--- src/rtl/laser_pulse_gen_multi.sv ---
`default_nettype none
// ============================================================================
// Module      : laser_pulse_gen_multi
// Description : N-channel laser pulse generator. The period, pulse width,
//               per-channel delay, mode and burst length are shadow-latched
//               when a run starts and again at every period wrap, so input
//               changes made mid-period take effect from the next period.
//               Supported modes: CH0 only, all channels, round-robin and
//               counted burst.
// Ports       : CLK         - system clock, rising edge
//               RSTn        - synchronous active-low reset
//               EN          - run enable
//               MODE        - 00 CH0, 01 all, 10 round-robin, 11 burst
//               PERIOD      - repetition period in CLK cycles (<2 -> 2)
//               WIDTH       - pulse high time in CLK cycles
//               DELAY       - per-channel start offset, ch k at [k*W_W +: W_W]
//               BURST_LEN   - periods per burst (0 -> 1)
//               PULSE       - registered laser triggers
//               PERIOD_TICK - 1-cycle strobe at the start of every period
//               BUSY        - high while running
//               DONE        - 1-cycle strobe when a burst completes
//               PULSE_CNT   - PULSE[0] rising-edge count, saturating
//                             (present only with LASER_PULSE_COUNTER_EN)
// Option      : `define LASER_PULSE_COUNTER_EN to add PULSE_CNT
// Revision    : 1.0 - initial release
// ============================================================================
module laser_pulse_gen_multi #(
  parameter int NCH   = 3,
  parameter int CNT_W = 24,
  parameter int W_W   = 8
) (
  input  logic               CLK,
  input  logic               RSTn,
  input  logic               EN,
  input  logic [1:0]         MODE,
  input  logic [CNT_W-1:0]   PERIOD,
  input  logic [W_W-1:0]     WIDTH,
  input  logic [NCH*W_W-1:0] DELAY,
  input  logic [15:0]        BURST_LEN,
  output logic [NCH-1:0]     PULSE,
  output logic               PERIOD_TICK,
  output logic               BUSY,
  output logic               DONE
`ifdef LASER_PULSE_COUNTER_EN
  ,
  output logic [31:0]        PULSE_CNT
`endif
);

  // Window compare width: one bit wider than the widest operand, so that
  // DELAY_k + WIDTH_s can never wrap.
  localparam int CMP_W = ((CNT_W > W_W) ? CNT_W : W_W) + 1;
  localparam int RR_W  = (NCH > 1) ? $clog2(NCH) : 1;

  typedef enum logic [1:0] {
    S_IDLE = 2'd0,
    S_RUN  = 2'd1,
    S_HOLD = 2'd2
  } state_t;

  state_t             state, state_nxt;
  logic [CNT_W-1:0]   cnt;
  logic [1:0]         mode_s;
  logic [CNT_W-1:0]   period_s;
  logic [W_W-1:0]     width_s;
  logic [NCH*W_W-1:0] delay_s;
  logic [15:0]        burst_s;
  logic [RR_W-1:0]    rr;
  logic [15:0]        bcnt;

  logic               start;
  logic               wrap;
  logic               burst_last;
  logic               run_on;
  logic               stop_burst;
  logic [NCH-1:0]     term;
  logic [NCH-1:0]     pulse_nxt;

  // Next-state and control decode
  always_comb begin
    state_nxt  = state;
    start      = 1'b0;
    wrap       = 1'b0;
    burst_last = 1'b0;
    stop_burst = 1'b0;
    run_on     = 1'b0;
    pulse_nxt  = '0;

    wrap       = (state == S_RUN) && (cnt == period_s - CNT_W'(1));
    burst_last = (mode_s == 2'b11) && (({1'b0, bcnt} + 17'd1) >= {1'b0, burst_s});

    case (state)
      S_IDLE: begin
        if (EN) begin
          state_nxt = S_RUN;
          start     = 1'b1;
        end
      end
      S_RUN: begin
        // EN low wins over a simultaneous burst-ending wrap
        if (!EN) begin
          state_nxt = S_IDLE;
        end else if (wrap && burst_last) begin
          state_nxt  = S_HOLD;
          stop_burst = 1'b1;
        end
      end
      S_HOLD: begin
        if (!EN) state_nxt = S_IDLE;
      end
      default: state_nxt = S_IDLE;
    endcase

    run_on    = (state == S_RUN) && (state_nxt == S_RUN);
    pulse_nxt = run_on ? term : '0;
  end

  // Per-channel window decode on the current count
  for (genvar k = 0; k < NCH; k++) begin : g_ch
    logic [W_W-1:0]   dly;
    logic [CMP_W-1:0] cnt_x;
    logic [CMP_W-1:0] lo_x;
    logic [CMP_W-1:0] hi_x;
    logic             sel;

    assign dly   = delay_s[k*W_W +: W_W];
    assign cnt_x = {{(CMP_W-CNT_W){1'b0}}, cnt};
    assign lo_x  = {{(CMP_W-W_W){1'b0}}, dly};
    assign hi_x  = lo_x + {{(CMP_W-W_W){1'b0}}, width_s};

    always_comb begin
      sel = 1'b0;
      case (mode_s)
        2'b00:   sel = (k == 0);
        2'b01:   sel = 1'b1;
        2'b10:   sel = (rr == RR_W'(k));
        default: sel = (bcnt < burst_s);
      endcase
    end

    assign term[k] = sel && (cnt_x >= lo_x) && (cnt_x < hi_x);
  end

  always_ff @(posedge CLK) begin
    if (!RSTn) begin
      state       <= S_IDLE;
      cnt         <= '0;
      PULSE       <= '0;
      PERIOD_TICK <= 1'b0;
      DONE        <= 1'b0;
      rr          <= '0;
      bcnt        <= '0;
      mode_s      <= 2'b00;
      period_s    <= CNT_W'(2);
      width_s     <= '0;
      delay_s     <= '0;
      burst_s     <= 16'd1;
    end else begin
      state       <= state_nxt;
      PULSE       <= pulse_nxt;
      PERIOD_TICK <= run_on && (cnt == '0);
      DONE        <= stop_burst;

      // Shadow configuration: on run start and on every period wrap
      if (start || (run_on && wrap)) begin
        mode_s   <= MODE;
        period_s <= (PERIOD < CNT_W'(2)) ? CNT_W'(2) : PERIOD;
        width_s  <= WIDTH;
        delay_s  <= DELAY;
        burst_s  <= (BURST_LEN == 16'd0) ? 16'd1 : BURST_LEN;
      end

      if (start) begin
        cnt  <= '0;
        rr   <= '0;
        bcnt <= '0;
      end else if (run_on) begin
        if (wrap) begin
          cnt <= '0;
          rr  <= (rr == RR_W'(NCH-1)) ? '0 : rr + RR_W'(1);
          if (mode_s == 2'b11) bcnt <= bcnt + 16'd1;
        end else begin
          cnt <= cnt + CNT_W'(1);
        end
      end else begin
        cnt <= '0;
      end
    end
  end

  assign BUSY = (state == S_RUN);

`ifdef LASER_PULSE_COUNTER_EN
  // Counts at the edge where PULSE[0] rises
  always_ff @(posedge CLK) begin
    if (!RSTn) begin
      PULSE_CNT <= '0;
    end else if (start) begin
      PULSE_CNT <= '0;
    end else if (pulse_nxt[0] && !PULSE[0] && (PULSE_CNT != 32'hFFFF_FFFF)) begin
      PULSE_CNT <= PULSE_CNT + 32'd1;
    end
  end
`endif

endmodule
`default_nettype wire

--- config.mk ---
export PLATFORM = sky130hd
export DESIGN_NAME = laser_pulse_gen_multi
export DESIGN_NICKNAME = d
export VERILOG_FILES = /design/src/rtl/laser_pulse_gen_multi.sv
export SDC_FILE = /design/constraint.sdc
export NUM_CORES = 1
export LEC_CHECK = 0
export CORE_MARGIN = 1.5
export CORE_UTILIZATION = 40
export CTS_CLUSTER_SIZE = 12
export DETAILED_ROUTE_END_ITERATION = 8
export HOLD_SLACK_MARGIN = 0.1
export PLACE_DENSITY_LB_ADDON = 0.1
export SYNTH_ARGS = -nofsm -noshare
export SYNTH_HDL_FRONTEND = slang
export SYNTH_SLANG_ARGS = --single-unit
--- constraint.sdc ---
create_clock -name CLK -period 8.05 [get_ports CLK]
set_clock_uncertainty 0.15 [all_clocks]
set_input_delay 1.61 -clock CLK [delete_from_list [all_inputs] [get_ports CLK]]
set_output_delay 1.61 -clock CLK [all_outputs]
set_load 0.01 [all_outputs]
==> results of run 1 <==
==> stage by stage <==
step | cell area [um2] | setup WS, ns | hold slack [ns]
after global routing | 10320 | 2.441 | 0.3317
after global placement | 9713 | 3.135 | 0.2966
after detailed placement | 9713 | 2.901 | 0.3038
after CTS | 10320 | 2.846 | 0.3122
after floorplan | 8732 | 3.870 | 0.2860
final | 10320 | 2.888 | 0.3058
==> worst min-delay path, stage by stage, from the launching register on <==
cell     delay (ns)
dfxtp_1        0.31
nand2_1        0.05
o21ai_0        0.05
==> registers in the layout, summed over array words and instances, names as in the netlist <==
register	count
burst_s	16
rr	2
delay_s	24
period_s	24
DONE	1
cnt	24
state	2
PULSE	3
PERIOD_TICK	1
mode_s	2
bcnt	16
width_s	8
==> area by class of cell <==
cell class                      count  area, um2  share of cell area
Timing Repair Buffer               89      870.8             0.08438
Sequential cell                   123       2462              0.2386
Tap cell                          275      344.1             0.03334
Multi-Input combinational cell    856       5799              0.5620
Clock inverter                      7      138.9             0.01346
Inverter                           63      236.5             0.02291
Clock buffer                       23      467.9             0.04534
==> placed cells by master, fill, tap and decap left out, drive strengths merged, types with 5 or more instances in the layout <==
cell type	n
or4	10
clkdlybuf4s50	81
and3	8
o21bai	15
o211ai	5
clkbuf	23
nand3	95
nor3b	8
nor2b	13
xnor2	45
a21oi	40
o21a	10
o21ai	104
a211oi	6
inv	64
nand2b	19
nand2	120
nor3	22
nand4	15
ha	108
xor2	35
a2111oi	5
a31oi	8
dfxtp	123
buf	8
and4	5
nor4	20
a21o	10
nor2	65
mux2i	11
==> Yosys cell counts (all sizes together) (22+ instances only) <==
master  instances
xnor2          45
dfxtp         123
o21ai         104
xor2           35
ha            108
nor3           22
inv            63
nand2         120
nor2           65
clkbuf         42
a21oi          40
nand3          95
==> cells by family (layout without fill, tap and decap cells) <==
kind of cell | count (synthesis) | after routing | synth area share
compound gates | 234 | 234 | 0.1648
xor+xnor | 80 | 80 | 0.08024
fa+ha+maj | 111 | 111 | 0.1616
buf+inv | 120 | 182 | 0.05517
flops | 123 | 123 | 0.2820
mux | 12 | 12 | 0.01433
simple gates | 419 | 419 | 0.2419
==> power groups by stage <==
stage	logic (W)	clock network, W	registers (W)
after global placement	0.000251	0	0.000675
after CTS	0.000256	0.000831	0.000662
final	0.000254	0.000813	0.000662
after floorplan	0.000173	0	0.000664
after detailed placement	0.000254	0	0.000675
after global routing	0.000291	0.000855	0.000666
==> worst paths after layout <==
check        startpoint      endpoint  slack (ns)  cells after the start
max             bcnt[2]  period_s[23]        2.89                     18
min          burst_s[8]    burst_s[8]        0.31                      2
max reg2reg     bcnt[2]  period_s[23]        2.89                     18
min reg2reg  burst_s[8]    burst_s[8]        0.31                      2
==> routing by layer <==
metal	vias to the layer above	GRT usage	part of all wire
li1	4002	-	-
met1	3542	0.2751	0.50
met2	108	0.3406	0.46
met3	17	0.03030	0.031
met4	0	0.04854	0.0092
met5	-	0	0
==> results.py, run 1 <==
metrics = {
    "finish": {
        "fillers": 2131,
        "area_delta_synth_final_pct": 18.18,
        "fin_nets": 1338,
        "final_core_util": 0.4863,
        "diodes": 0,
        "layout-drive-gt1-share": 0.04134,
        "instances_no_fill": 1436,
    },
    "power_and_ir_drop": {
        "total_power_w": 0.001729,
        "ir_drop_mv": 0.1003,
        "p_leak_nw": 3.979,
        "combPwrFrac": 0.147,
        "power_frac_clock": 0.470,
        "swShare": 0.2573,
        "p_per_area_mw_per_mm2": 167.5,
        "p_sw_w": 0.0004448,
        "seqPwrFrac": 0.383,
        "p_int_w": 0.001284,
    },
    "worst_hold_path": {
        "hold_path.class": "register to register",
    },
    "critical_path": {
        "critPathMaxFanout": 66,
        "path_cells": "nand3_1 -> or2_2 -> nor2_1 -> and3_1 -> and3_1 -> nand3_1 -> xnor2_1 -> ha_1 -> a211oi_1 -> o21ai_0 -> a21oi_1 -> o31ai_1 -> a31oi_1 -> o21ai_1 -> o41ai_4 -> buf_4 -> buf_4 -> o21ai_0",
        "cp_slowest_cell": "buf_4",
        "cp.arrival_ns": 5.28,
        "crit_type": "register to register",
        "crit_buf_inv": 2,
        "required_ns": 8.17,
        "crit_path_start_kind": "register",
        "cp-end-kind": "register",
        "slowest_delay_ns": 0.57,
        "critPathTopFamily": "compound AO/OA/AOI/OAI gates",
    },
    "die": {
        "rows": 53,
        "floorplan.initialDensity": 0.4115,
        "io_pins": 83,
        "coreArea_mm2": 0.02122,
        "die_y_um": 150.8,
        "die_area_mm2": 0.02273,
        "fp.dieW_um": 150.8,
    },
    "logic_synthesis": {
        "synth_top_area_cell": "dfxtp_1",
        "ys_seq_area_frac": 0.2820,
        "syn-instance-count": 1099,
        "ys_warn_count": 0,
        "async_reset_ff_frac": 0,
        "synth-main-ff-cell": "dfxtp_1",
        "synth.distinct_cells": 68,
        "yosysTopAreaCellShare": 0.2820,
        "synth.avg_cell_area_um2": 7.946,
        "synth.area.top_cells": "dfxtp_1 28%, ha_1 15%, o21ai_0 5.8%",
        "syn_nets": 1287,
        "netlist_area_mm2": 0.008732,
        "ys_ff_latch": 123,
        "synth-edff-count": 0,
    },
    "grt": {
        "antenna_found_initial": 0,
        "grt_pass1_vias": 7320,
        "grt_pass1_wl_um": 36400,
        "track_usage": 0.2039,
        "grt_max_degree": 77,
        "grt_overflow": 0,
    },
    "timing": {
        "maxSlewViolCount": 0,
        "fin_crit_sh": 0.6413,
        "rsz0062_at_grt": "false",
        "hold_viol": 0,
        "max_freq_mhz": 193.7,
        "setup_viol": 0,
        "period_needed_ns": 5.162,
        "fin_tns_setup_ns": 0,
        "relSlewSlack": 0.3908,
        "tightest_slew_ns": 0.9054,
    },
    "drt": {
        "antenna_left": 0,
        "firstDrtPassIters": 5,
        "via_per_inst": 5.341,
        "drc": 0,
        "drt_wl_total_um": 22140,
        "initialDrtViolationCount": 370,
        "vias": 7669,
        "drt-wirelength-per-cell_um": 15.42,
    },
    "place": {
        "globalplace.congestion": 0.8546,
        "port_buffers": 82,
        "dp_cells": 1406,
        "dpl.hpwl_um": 16680,
    },
    "job": {
        "maxCapViolCount": 0,
    },
    "clocking": {
        "cts.repair.resized": 0,
        "cts_tree": "done",
        "cts_htree_levels": 4,
        "cts_buffer_depth": 2,
        "cts.sinks": 123,
        "cts.hold.buffers_added": 0,
        "cts-root-buf": "clkbuf_16",
        "post_cts_buffers": 0,
        "clkLatencyLatePin_ns": 0.42,
        "cts_made_buffers": 17,
        "path_clk_slew_ns": 0.06,
    },
    "outcome": {
        "outcome": "finished, final reports clean",
    },
}
Note: power is estimated with default switching activity, not from simulation.
==> inputs of run 2 (changes only) <==
==> constraint.sdc (replaced) <==
create_clock -name CLK -period 4.35 [get_ports CLK]
set_clock_uncertainty 0.15 [all_clocks]
set_input_delay 0.87 -clock CLK [delete_from_list [all_inputs] [get_ports CLK]]
set_output_delay 0.87 -clock CLK [all_outputs]
set_load 0.01 [all_outputs]
==> results.py, run 2 (same netlist as run 1, synthesis figures left out) <==
metrics = {
    "outcome": {
        "outcome": "finished, final reports clean",
    },
    "finish": {
        "area_delta_synth_final_pct": 23.71,
        "reg_top3": "cnt: 24 flops, delay_s: 24 flops, period_s: 24 flops",
        "diodes": 0,
        "layout.cells.most_common_list": "121 x dfxtp_1, 120 x nand2_1, 108 x ha_1",
        "design_area_mm2": 0.01080,
        "layout_commonest_cell": "dfxtp_1",
        "layout-drive-gt1-share": 0.08410,
        "fin_nets": 1376,
    },
    "power_and_ir_drop": {
        "ir_drop_mv": 0.2004,
        "p_leak_nw": 4.219,
        "p_per_area_mw_per_mm2": 297.5,
    },
    "timing": {
        "max_freq_mhz": 244.0,
        "fin_crit_sh": 0.9422,
        "tightest_slew_ns": 1.041,
        "maxSlewViolCount": 0,
        "relSlewSlack": 0.3063,
        "period_needed_ns": 4.098,
        "setup_slack_ns": 0.2516,
        "setup_viol": 0,
        "hold_viol": 0,
    },
    "clocking": {
        "cts_htree_levels": 4,
        "clkLatencyLatePin_ns": 0.43,
        "path_clk_slew_ns": 0.06,
        "cts_made_buffers": 17,
        "cts.sinks": 123,
        "cts-root-buf": "clkbuf_16",
        "cts_buffer_depth": 2,
        "cts_tree": "done",
    },
    "grt": {
        "grt_max_degree": 115,
        "grt_overflow": 0,
        "grt_pass1_wl_um": 37020,
        "track_usage": 0.2089,
        "grt_pass1_vias": 7216,
        "antenna_found_initial": 0,
    },
    "drt": {
        "drt-wirelength-per-cell_um": 17.40,
        "drt_wl_total_um": 25680,
        "antenna_left": 0,
        "initialDrtViolationCount": 426,
        "via_per_inst": 5.390,
        "vias": 7956,
        "drc": 0,
        "firstDrtPassIters": 4,
    },
    "critical_path": {
        "rrSetupSlack_ns": 0.25,
        "required_ns": 4.55,
        "critPathTopFamily": "compound AO/OA/AOI/OAI gates",
        "reg2reg_depth": 20,
        "path_cells": "nand3_1 -> or2_4 -> nor2_4 -> and3_4 -> and3_4 -> nand3_2 -> xnor2_1 -> ha_1 -> a211oi_2 -> o21ai_1 -> a21oi_1 -> o31ai_1 -> a31oi_1 -> o21ai_2 -> buf_4 -> o41ai_4 -> buf_6 -> clkbuf_16 -> nand3_1 -> o21ai_0",
        "path_depth": 20,
        "cp_slowest_cell": "o41ai_4",
        "crit_start": "bcnt[1]",
        "cp.arrival_ns": 4.30,
        "crit_path_start_kind": "register",
        "cp-end-kind": "register",
        "crit_buf_inv": 3,
        "crit_end": "period_s[4]",
        "critPathMaxFanout": 8,
        "reg2reg_to": "period_s[4]",
        "crit_type": "register to register",
        "r2r-start": "bcnt[1]",
        "slowest_delay_ns": 0.39,
    },
    "die": {
        "rows": 53,
        "coreArea_mm2": 0.02122,
        "die_area_mm2": 0.02273,
        "io_pins": 83,
        "die_y_um": 150.8,
        "floorplan.initialDensity": 0.4115,
        "fp.dieW_um": 150.8,
    },
    "place": {
        "port_buffers": 82,
        "dpl.hpwl_um": 16810,
        "globalplace.congestion": 0.8727,
        "place_area_mm2": 0.009913,
        "pre_cts_slack_ns": 0.04698,
    },
    "job": {
        "maxCapViolCount": 0,
    },
    "worst_hold_path": {
        "holdPathStages": 2,
        "hold_path.class": "register to register",
    },
}
## run 2: cell types whose count changed in the layout (fill, tap and decap cells not counted), sizes merged
cell and delta:
buf +32, clkinv +5, clkbuf +2, clkinvlp +2
bufinv -1, inv -1, or4 +1
## run 2: worst register-to-register path: stages (launching register included)
cell and delay [ns]:
dfxtp_2 0.36, nand3_1 0.12, or2_4 0.28, nor2_4 0.11, and3_4 0.19, and3_4 0.19, nand3_2 0.10, xnor2_1 0.15
ha_1 0.21, a211oi_2 0.19, o21ai_1 0.09, a21oi_1 0.16, o31ai_1 0.10, a31oi_1 0.28, o21ai_2 0.12, buf_4 0.16
o41ai_4 0.40, buf_6 0.27, clkbuf_16 0.22, nand3_1 0.08, o21ai_0 0.11
## run 2: per-stage QoR
step           TNS (ns)  cells  utilization  hold slack, ns  power [W]
2_1_floorplan         0   1099            -          0.2860   0.001549
3_3_place_gp          0   1431       0.4672          0.2982   0.001717
3_5_place_dp          0   1431       0.4672          0.3055   0.001723
4_1_cts               0   1463       0.4955          0.3136   0.003186
5_1_grt         -0.3604   1476       0.5091          0.3285   0.003368
6_report              0   1476       0.5091          0.3102   0.003214
## run 2: cell type report
cell class | instances | area [um2]
repair buffers | 126 | 1303
clock buffers | 20 | 446.7
fillers | 2063 | 10420
multi-input cells | 857 | 5858
well taps | 275 | 344.1
flip-flops and latches | 123 | 2467
inverters | 63 | 236.5
clock inverters | 12 | 147.6
## run 2: what timing repair did
action                                  CTS  global route
pin swaps                                 0             4
resized for setup                         1            30
hold buffers                              0             0
gates cloned                              0            10
endpoints found under the setup margin    1            94
setup buffers                             0             3
## run 2: how the worst min path moves through the flow
stage                     slack (ns)   startpoint           to
after global routing            0.33   burst_s[9]   burst_s[9]
after CTS                       0.31  burst_s[11]  burst_s[11]
after global placement          0.30   burst_s[8]   burst_s[8]
after floorplan                 0.29  burst_s[10]  burst_s[10]
after detailed placement        0.31  burst_s[11]  burst_s[11]
final                           0.31  burst_s[12]  burst_s[12]
## run 2: where the power goes
group / internal [W] / switching, W
Clock: 0.000912 / 0.000549
Sequential: 0.00117 / 0.0000554
Combinational: 0.000251 / 0.000277
## run 2: metal layers
| layer | wire length, um | vias to the layer above | global-route usage |
|---|---|---|---|
| met5 | 0 | - | 0 |
| met4 | 495 | 0 | 0.06019 |
| met3 | 1127 | 30 | 0.04303 |
| met2 | 11450 | 153 | 0.3263 |
| met1 | 12620 | 3687 | 0.2891 |
| li1 | - | 4086 | - |
